File: src/rtl/nibble_serial_adder.sv
// WIDTH-bit adder that time-multiplexes one 4-bit carry-lookahead adder,
// processing one nibble per cycle LSB first behind valid/ready handshakes.

module carry_lookahead_adder_4b (
    input  logic [3:0] a,
    input  logic [3:0] b,
    input  logic       cin,
    output logic [3:0] sum,
    output logic       cout
);
    logic [3:0] p, g;
    logic [4:0] c;

    assign p = a ^ b;
    assign g = a & b;

    assign c[0] = cin;
    assign c[1] = g[0] | (p[0] & c[0]);
    assign c[2] = g[1] | (p[1] & g[0]) | (p[1] & p[0] & c[0]);
    assign c[3] = g[2] | (p[2] & g[1]) | (p[2] & p[1] & g[0]) | (p[2] & p[1] & p[0] & c[0]);
    assign c[4] = g[3] | (p[3] & g[2]) | (p[3] & p[2] & g[1]) | (p[3] & p[2] & p[1] & g[0])
                | (p[3] & p[2] & p[1] & p[0] & c[0]);

    assign sum  = p ^ c[3:0];
    assign cout = c[4];
endmodule

module nibble_serial_adder #(
    parameter int WIDTH = 16
) (
    input  logic             clk,
    input  logic             rst_n,
    input  logic             in_valid,
    output logic             in_ready,
    input  logic [WIDTH-1:0] a,
    input  logic [WIDTH-1:0] b,
    input  logic             cin,
    output logic             out_valid,
    input  logic             out_ready,
    output logic [WIDTH-1:0] sum,
    output logic             cout,
    output logic             overflow
);
    localparam int N  = WIDTH / 4;
    localparam int IW = (N > 1) ? $clog2(N) : 1;

    generate
        if ((WIDTH % 4 != 0) || (WIDTH < 4)) begin : g_bad_width
            $error("nibble_serial_adder: WIDTH must be a multiple of 4 and >= 4");
        end
    endgenerate

    typedef enum logic [1:0] {IDLE, RUN, DONE} state_t;

    state_t            state, state_nxt;
    logic [IW-1:0]     idx;
    logic              carry_q;
    logic [WIDTH-1:0]  a_q, b_q;
    logic [3:0]        cla_sum;
    logic              cla_cout;
    logic              last;

    carry_lookahead_adder_4b u_cla (
        .a    (a_q[4*idx +: 4]),
        .b    (b_q[4*idx +: 4]),
        .cin  (carry_q),
        .sum  (cla_sum),
        .cout (cla_cout)
    );

    assign last = (idx == IW'(N - 1));

    always_comb begin
        state_nxt = state;
        in_ready  = 1'b0;
        out_valid = 1'b0;
        case (state)
            IDLE: begin
                in_ready = 1'b1;
                if (in_valid) state_nxt = RUN;
            end
            RUN: begin
                if (last) state_nxt = DONE;
            end
            DONE: begin
                out_valid = 1'b1;
                if (out_ready) state_nxt = IDLE;
            end
            default: state_nxt = IDLE;
        endcase
    end

    always_ff @(posedge clk or negedge rst_n) begin
        if (!rst_n) begin
            state    <= IDLE;
            idx      <= '0;
            carry_q  <= 1'b0;
            a_q      <= '0;
            b_q      <= '0;
            sum      <= '0;
            cout     <= 1'b0;
            overflow <= 1'b0;
        end else begin
            state <= state_nxt;
            case (state)
                IDLE: if (in_valid) begin
                    a_q     <= a;
                    b_q     <= b;
                    carry_q <= cin;
                    idx     <= '0;
                end
                RUN: begin
                    sum[4*idx +: 4] <= cla_sum;
                    carry_q         <= cla_cout;
                    idx             <= idx + IW'(1);
                    // Final nibble: its sum MSB is the result MSB, so overflow is known here.
                    if (last) begin
                        cout     <= cla_cout;
                        overflow <= (a_q[WIDTH-1] == b_q[WIDTH-1]) && (cla_sum[3] != a_q[WIDTH-1]);
                    end
                end
                default: ;
            endcase
        end
    end
endmodule
File: config.mk
export PLATFORM = sky130hd
export DESIGN_NAME = nibble_serial_adder
export DESIGN_NICKNAME = d
export VERILOG_FILES = /design/src/rtl/nibble_serial_adder.sv
export SDC_FILE = /design/constraint.sdc
export NUM_CORES = 1
export LEC_CHECK = 0
export ABC_AREA = 1
export BUFFER_PORTS_ARGS = -buffer_cell sky130_fd_sc_hd__buf_2
export CORE_MARGIN = 4
export CORE_UTILIZATION = 35
export DETAILED_ROUTE_END_ITERATION = 8
export GPL_ROUTABILITY_DRIVEN = 0
export PLACE_DENSITY = 0.64
export RECOVER_POWER = 50
export SYNTH_ARGS = -nofsm -noshare
export SYNTH_HDL_FRONTEND = slang
export SYNTH_SLANG_ARGS = --single-unit
File: constraint.sdc
create_clock -name clk -period 2.3 [get_ports clk]
set_input_delay 0.46 -clock clk [delete_from_list [all_inputs] [get_ports clk]]
set_output_delay 0.46 -clock clk [all_outputs]
set_load 0.01 [all_outputs]
==> run metrics <==
Multi-input gate area 0.001264 sq mm; Max IR drop VDD 0.7113 mV; met2 wire len 2796 microns; M1 WL 2783 microns; port bufs 56; cell chain of the critical path clkinvlp_4 -> o21ai_0 -> o22ai_1 -> ha_1 -> nand2_1 -> nand2_1 -> nor2_2 -> nand2_1 -> nand2_1 -> nand3_1 -> nor2_2 -> nand2_1 -> nand2_1; Reg clk slew, reported paths 90 ps; fill count 770; crit path from idx[0]; vias in the first global route 2067; Clock Skew 5.453 ps; Switch Pwr 2.235 mW; highest routed layer met4; Max Cap Viol 0; switching power share of the total 42.95%; ys flop type dfrtp_1; Worst Path Buf+Inv 1; final wirelength 5952 microns; initial antenna violation count 0; Seq cells post-synth 55; Final Hold Fails 0; diode count 0; crit-path most repeated cell nand2_1; Power Dens Cells 1587 mW/mm^2; Cells after Synth 258; CP max stage cell dfrtp_2; Yosys warnings 0; Starting DRT DRC Count 105; die area 0.009339 sq mm; drt pass-1 iters 4; top cells by count, synth dfrtp_1, nand2_1, o21ai_0; Initial Util 35.77%; GR Util All Layers 12.97%; DR vias/cell 4.723; crit path kind reg -> reg; DP Cell Count 415; Max Clock Freq 467.4 MHz; Post-DP HPWL 4447 microns; most frequent cell after synthesis dfrtp_1; share of layout cells above drive strength 1 32.41%; I/O pin total 57; EDFF count, synth 0; Req. time, crit path 2550 ps; clock sinks 55; Final nets 371; die span in x 96.64 microns; grt ovf 0; post-layout util 42.66%; CP delay by family, top simple AND/OR/NAND/NOR gates; met3 routed WL 254 microns; setup violators final 0; Area Growth Syn to Fin 19.24%; top post-synthesis cells by area dfrtp_1, mux2_4, o21ai_0, nand2_1, ha_1; Rows 32; cell accounting for the most synthesized area dfrtp_1; syn_nets 306; syn avg cell area 10.66 sq um; CTS Root Cell clkbuf_8; Hold Startpoint out_ready; CP Capture Type flip-flop; CTS Buf Count 5; clk buf depth 2; worst-path maximum fanout 9; clk_lat worst skew 300 ps; Die Ht 96.64 microns; CP max stage delay 440 ps; status finished, final reports clean; DR WL/cell 13.97 microns; Leakage 1.648 nW; CP Launch Type flip-flop; Register Area 0.001378 sq mm; Seq/Total Area, Yosys 50.05%; Int Power 2.968 mW; Yosys cell types 25; power share of the clock group 11.1%; global-route wire length before repair 10120 microns; Core Region 0.007687 sq mm; drt drc 0; Slew headroom 22.06%; Synth top area share 50.05%; type of the most critical hold path in -> reg; CTS tree done; critical path arrival 2390 ps; ys async rst share 100.0%; register share of total power 32.9%; Final min period 2140 ps; worst reg2reg startpoint idx[0]; Final ANT Viol Nets 0; Finished Layout Cells 426; Worst-Margin Slew 1169 ps; via count 2012; final period utilization 93.03%; pin count of the biggest net entering global routing 36; Slew Limit Fails 0; H-tree depth 2; Gate power share 56.0%; Mapped Area 0.002750 sq mm
-- final cells by class --
| cell class | count | area share, % |
|---|---|---|
| Sequential cell | 55 | 42.01 |
| Timing Repair Buffer | 65 | 10.11 |
| Tap cell | 102 | 3.892 |
| Timing Repair inverter | 1 | 0.2289 |
| Multi-Input combinational cell | 177 | 38.53 |
| Inverter | 18 | 2.175 |
| Clock buffer | 8 | 3.052 |
-- final timing paths --
path	endpoint	slack, ps	depth (start not counted)
worst max-delay path	sum[7]	160	13
worst min-delay path	state[1]	330	2
max in group asynchronous	sum[9]	600	2
worst max register to register	sum[7]	160	13
min in group asynchronous	a_q[11]	360	1
worst min register to register	sum[10]	490	2
-- worst reg2reg max path: stages, from the launching register on --
cell        delay, ps
dfrtp_2           440
clkinvlp_4        190
o21ai_0           200
o22ai_1           100
ha_1              360
nand2_1            80
nand2_1            70
nor2_2            130
nand2_1            60
nand2_1           110
nand3_1           130
nor2_2            130
nand2_1            60
nand2_1            50
-- layer usage --
metal	vias to the layer above	track usage (%)
li1	1006	-
met1	948	17.07
met2	48	20.91
met3	10	3.028
met4	0	4.644
met5	-	0
-- kinds of logic after synthesis --
logic type	count (synthesis)	share of synthesized area [%]
xor gates and xnor gates	1	0.3185
and+or+nand+nor	84	13.51
muxes	32	16.79
buffers and inverters	26	4.458
DFF	55	50.05
adders and majority gates	11	5.278
AOI/OAI and AO/OA	49	9.599
-- power groups by stage --
stage | clock, mW | sequential, mW | combinational [mW]
3_5_place_dp | 0 | 1.71 | 2.85
2_1_floorplan | 0 | 1.68 | 2.12
6_report | 0.578 | 1.71 | 2.92
5_1_grt | 0.632 | 1.77 | 3.28
4_1_cts | 0.589 | 1.70 | 2.85
3_3_place_gp | 0 | 1.71 | 2.78
-- timing repair --
item                       in CTS  in global routing
resized for setup               0                 10
buffers inserted                0                  2
hold buffers                    0                  0
setup endpoints to repair       0                  6
-- registers in the layout, indices dropped and copies added, names as in the netlist --
signal / count
carry_q: 1
overflow: 1
idx: 2
cout: 1
b_q: 16
state: 2
sum: 16
a_q: 16
-- cells in the final DEF (no fill, tap or decap), drive strengths merged --
master,Yosys,routed
clkbuf,3,21
nor3,2,2
o21ai,36,36
ha,10,10
dfrtp,55,55
o22ai,9,9
fa,1,1
nor2,26,26
xnor2,1,1
buf,5,52
o31ai,3,3
nand3,10,10
nand3b,1,1
inv,17,16
nand2,43,43
mux2,32,32
a21oi,1,1
clkinvlp,0,2
clkinv,1,1
nand4,2,2
-- through the flow --
stage / TNS, ps / worst slack [ps] / hold slack (ps) / area, sq um / power, mW
5_1_grt: -10.71 / -7.440 / 329.1 / 3279 / 5.685
6_report: 0 / 160.4 / 328.9 / 3279 / 5.203
3_3_place_gp: 0 / 210.5 / 442.8 / 3156 / 4.487
3_5_place_dp: 0 / 148.3 / 455.5 / 3156 / 4.559
4_1_cts: 0 / 126.6 / 118.0 / 3256 / 5.139
2_1_floorplan: 0 / 231.6 / 164.4 / 2750 / 3.801
Power figures use the tool's default switching activity.
